<file path="src/rtl/shift_reg.sv">
// Serial-in / parallel-out SPI shift register, MSB-first, with the oldest bit
// driven on spi_miso so several instances can be daisy-chained.
module shift_reg #(
    parameter int unsigned WIDTH = 48
) (
    input  logic             reset,
    input  logic             spi_clk,
    input  logic             spi_mosi,
    output logic             spi_miso,
    output logic [WIDTH-1:0] spi_regout
);

    logic [WIDTH-1:0] sr_q;
    logic [WIDTH-1:0] sr_d;

    // No enable: every rising edge shifts, so framing comes from clock gating upstream.
    always_comb begin
        sr_d = {sr_q[WIDTH-2:0], spi_mosi};
    end

    always_ff @(posedge spi_clk or posedge reset) begin
        if (reset) begin
            sr_q <= '0;
        end else begin
            sr_q <= sr_d;
        end
    end

    assign spi_regout = sr_q;
    assign spi_miso   = sr_q[WIDTH-1];

endmodule

</file>
<file path="config.mk">
export PLATFORM = sky130hd
export DESIGN_NAME = shift_reg
export DESIGN_NICKNAME = d
export VERILOG_FILES = /design/src/rtl/shift_reg.sv
export SDC_FILE = /design/constraint.sdc
export NUM_CORES = 1
export LEC_CHECK = 0
export CAP_MARGIN = 15
export CORE_ASPECT_RATIO = 0.8
export CORE_MARGIN = 2
export CORE_UTILIZATION = 36
export DETAILED_ROUTE_END_ITERATION = 10
export PLACE_DENSITY = 0.84
export SYNTH_ARGS = -nofsm -noshare
export SYNTH_HDL_FRONTEND = slang
export SYNTH_SLANG_ARGS = --single-unit
</file>
<file path="constraint.sdc">
create_clock -name spi_clk -period 1.5 [get_ports spi_clk]
set_input_delay 0.3 -clock spi_clk [delete_from_list [all_inputs] [get_ports spi_clk]]
set_output_delay 0.3 -clock spi_clk [all_outputs]
set_load 0.1 [all_outputs]
</file>
* Word-level counts from Yosys, hierarchy flattened
Cells that the tools add are included.
** Word-level totals
- Register bits :: 48
- Output and inout port bits :: 49
- Logic and storage cells :: 1

* Depth between registers and ports, before layout
- Depth in word-level cells :: 0
- Mapped depth :: 1
- Depth with buffers taken out :: 1

* Worst setup path before layout
No wires, ideal clock.
- Path kind :: flip-flop to output port
- From :: register sr_q[47], in the netlist spi_regout[47]
- To :: output port spi_regout[47]
- Data arrival time :: 1324 ps
- Required time :: 1200 ps
- Setup slack :: -124 ps
- Stages on the path, launching flop included :: 2
- Cell sequence :: dfrtp_1 > buf_4
** RTL lines
- start: declaration :: RTL line 13 : logic [WIDTH-1:0] sr_q;
- start signal: assignment :: RTL line 25 : sr_q <= sr_d;
- end: declaration :: RTL line 10 : output logic [WIDTH-1:0] spi_regout
No word-level cell between the ends.

* Worst setup path in the final report
- From :: register sr_q[26], in the netlist spi_regout[26]
- To :: output port spi_regout[26]
No word-level cell between the ends.

==> metrics.log <==
[metrics] status: complete, no violations
[metrics] area added between synthesis and finish: 96.70%
[metrics] library cells used by synthesis: 3
[metrics] number of violations reported at the end of detailed-routing iteration 0: 40
[metrics] peak ir drop on the vdd network: between 0.001 and 0.0015 V
[metrics] gr ovfl total: 0
[metrics] number of remaining DRC errors: 0
[metrics] Antenna Nets Post-Route: 0
[metrics] Setup TNS: 0 ps
[metrics] buffers from clock root to sink, at most: 2
[metrics] most used cells in the layout excluding fill and tap cells: 50 x sky130_fd_sc_hd__buf_12, 47 x sky130_fd_sc_hd__dfrtp_1, 5 x sky130_fd_sc_hd__clkbuf_8
[metrics] Core Rows: 18
[metrics] TritonCTS clock tree: yes
[metrics] flops & latches, synth: 48
[metrics] number of max-cap violations: 0
[metrics] kind of critical path: flip-flop to output pin
[metrics] class of the tightest hold or removal check: input pin to async pin
[metrics] Tcrit/Tclk final: 84.57%
[metrics] maximum clock frequency: 788.3 MHz
[metrics] pin count of the biggest net entering global routing: 49
[metrics] Die Area: approximately 3900 µm²
[metrics] Port-buffer cells: a little over 50
[metrics] arrival time at the worst endpoint: 970 ps
[metrics] type of origin of the critical path: flip-flop
[metrics] commonest non-fill, non-tap cell in the layout: sky130_fd_sc_hd__buf_12
[metrics] synth warn: 0
[metrics] leakage power: about 0.0011 µW
[metrics] core outline area: around 3200 µm²
[metrics] worst slew margin relative to its limit: ~84%
[metrics] Die Y: around 56 µm
[metrics] placer congestion estimate: around 0.62
[metrics] global-route wire length before repair: 4029 µm
[metrics] level count of the clock H-tree: 2
[metrics] cell at the root of the clock tree: sky130_fd_sc_hd__clkbuf_8
[metrics] total area of multi-input combinational cells: 0 µm²
[metrics] Overall Global Routing Usage: between 10% and 20%
[metrics] Largest register FFs: 48
[metrics] synthesized netlist cell count: 50
[metrics] sum of net half-perimeters after detailed placement: roughly 1800 µm
[metrics] vias in the first global route: 737
[metrics] setup slack of the worst register-to-register path: approximately 900 ps
[metrics] number of cells upsized or downsized after cts: 0
[metrics] setup repair after global routing missed its margin: false
[metrics] filler cell count in the final layout: around 180
[metrics] Clock Sink Count: between 40 and 50
[metrics] per-cell routed wire length: about 16 µm
[metrics] max-slew violation count: 0
[metrics] final setup vio count: 0
[metrics] Worst setup EP type: output pin
[metrics] cts bufs inserted: 5
[metrics] minimum period implied by the final worst setup slack: roughly 1300 ps
[metrics] overall power after layout: 3163 µW
[metrics] synthesized cell area: 1212 µm²
[metrics] worst path buffer plus inverter count: 1
[metrics] share of synthesized area occupied by flip-flops and latches: around 100%
[metrics] Chip Width: around 70 µm
[metrics] number of antenna diodes: 0
[metrics] hold violation count in the final report: 0
[metrics] post-DR vias/cell: between 4 and 5
[metrics] latest clock arrival within the worst-skew pair: ~300 ps
[metrics] Final Skew: roughly 6.7 ps
[metrics] mean instance size in the synthesized netlist: 24.25 µm²
[metrics] CP top delay family: flip-flops
[metrics] quantity of hold-fixing buffers added after cts: 0
[metrics] series of cell instances along the critical path: buf_12
[metrics] register clock-pin slew on the reported worst setup and hold paths: ~80 ps
[metrics] worst-path cell with the longest stage delay: sky130_fd_sc_hd__dfrtp_1
[metrics] top-level port count: 52
[metrics] effective utilization at floorplan: roughly two fifths
[metrics] layout cells sized above 1: 54.13%
[metrics] data required time of the critical path: about 1200 ps
[metrics] number of buffers inserted to repair setup after CTS: 0
[metrics] highest net fanout along the worst path: 2
[metrics] nets in the synthesized netlist: 53
[metrics] multi-input combinational cell count: 0
[metrics] number of antenna violations at the first check in global routing: 0
[metrics] number of iterations in the first detailed-routing pass: 2
[metrics] vias post-DR: about 630
[metrics] Net count, final: roughly 110
[metrics] delay contributed by the slowest stage of the critical path: between 400 and 500 ps
[metrics] worst slew pin tran: 238.0 ps
[metrics] power density over cell area: 1326 nW/µm²
[metrics] post-detailed-routing wire length: about 2400 µm
## cell usage after synthesis
cell type | n | area share (%)
sky130_fd_sc_hd__dfrtp_1 | 48 | 99
sky130_fd_sc_hd__buf_4 | 1 | 0.62
sky130_fd_sc_hd__inv_1 | 1 | 0.31
## final timing paths
check / depth (start not counted) / from / endpoint
min reg2reg: 0 / spi_regout[43] / spi_regout[44]
max in group asynchronous: 3 / reset / spi_regout[47]
max reg2reg: 0 / spi_regout[26] / spi_regout[27]
min: 3 / reset / spi_regout[36]
max: 1 / spi_regout[26] / spi_regout[26]
min in group spi_clk: 0 / spi_regout[43] / spi_regout[44]
## layout make-up
class                   count  area [µm²]  area share [%]
well taps                  40       50.05           2.099
repair buffers             52        1021           42.81
clock buffers               6       72.57           3.043
clock inverters             2       35.03           1.469
flip-flops and latches     48        1202           50.42
inverters                   1       3.754          0.1574
## stage by stage
stage          utilization, %  std cells  instance area (µm²)  setup WS, ps  hold slack (ps)
2_1_floorplan               -         50                 1214        -48.19            331.4
3_3_place_gp            72.22        141                 2277         566.6            416.1
3_5_place_dp            72.22        141                 2277         546.1            420.5
4_1_cts                 75.63        149                 2385         231.1            395.5
5_1_grt                 75.63        149                 2385         203.4            426.3
6_report                75.63        149                 2385         231.4            389.1
## per-layer routing
metal / routed length [µm] / up-vias / GRT usage (%)
li1: - / 271 / -
met1: 951 / 314 / 18.94
met2: 1149 / 42 / 22.25
met3: 299 / 6 / 9.919
met4: 42 / 0 / 7.563
met5: 0 / - / 0
## kinds of logic after synthesis
logic type | Yosys count | synth area share [%]
DFF | 48 | 99.07
buffers and inverters | 2 | 0.9287
## power breakdown
group	internal, µW	leakage (µW)	switching [µW]	total [µW]
registers	1360	0.000558	75.1	1430
clock network	494	0.0000552	402	896
logic	268	0.000482	565	832
total	2120	0.00110	1040	3160
(Power assumes the default switching activity.)
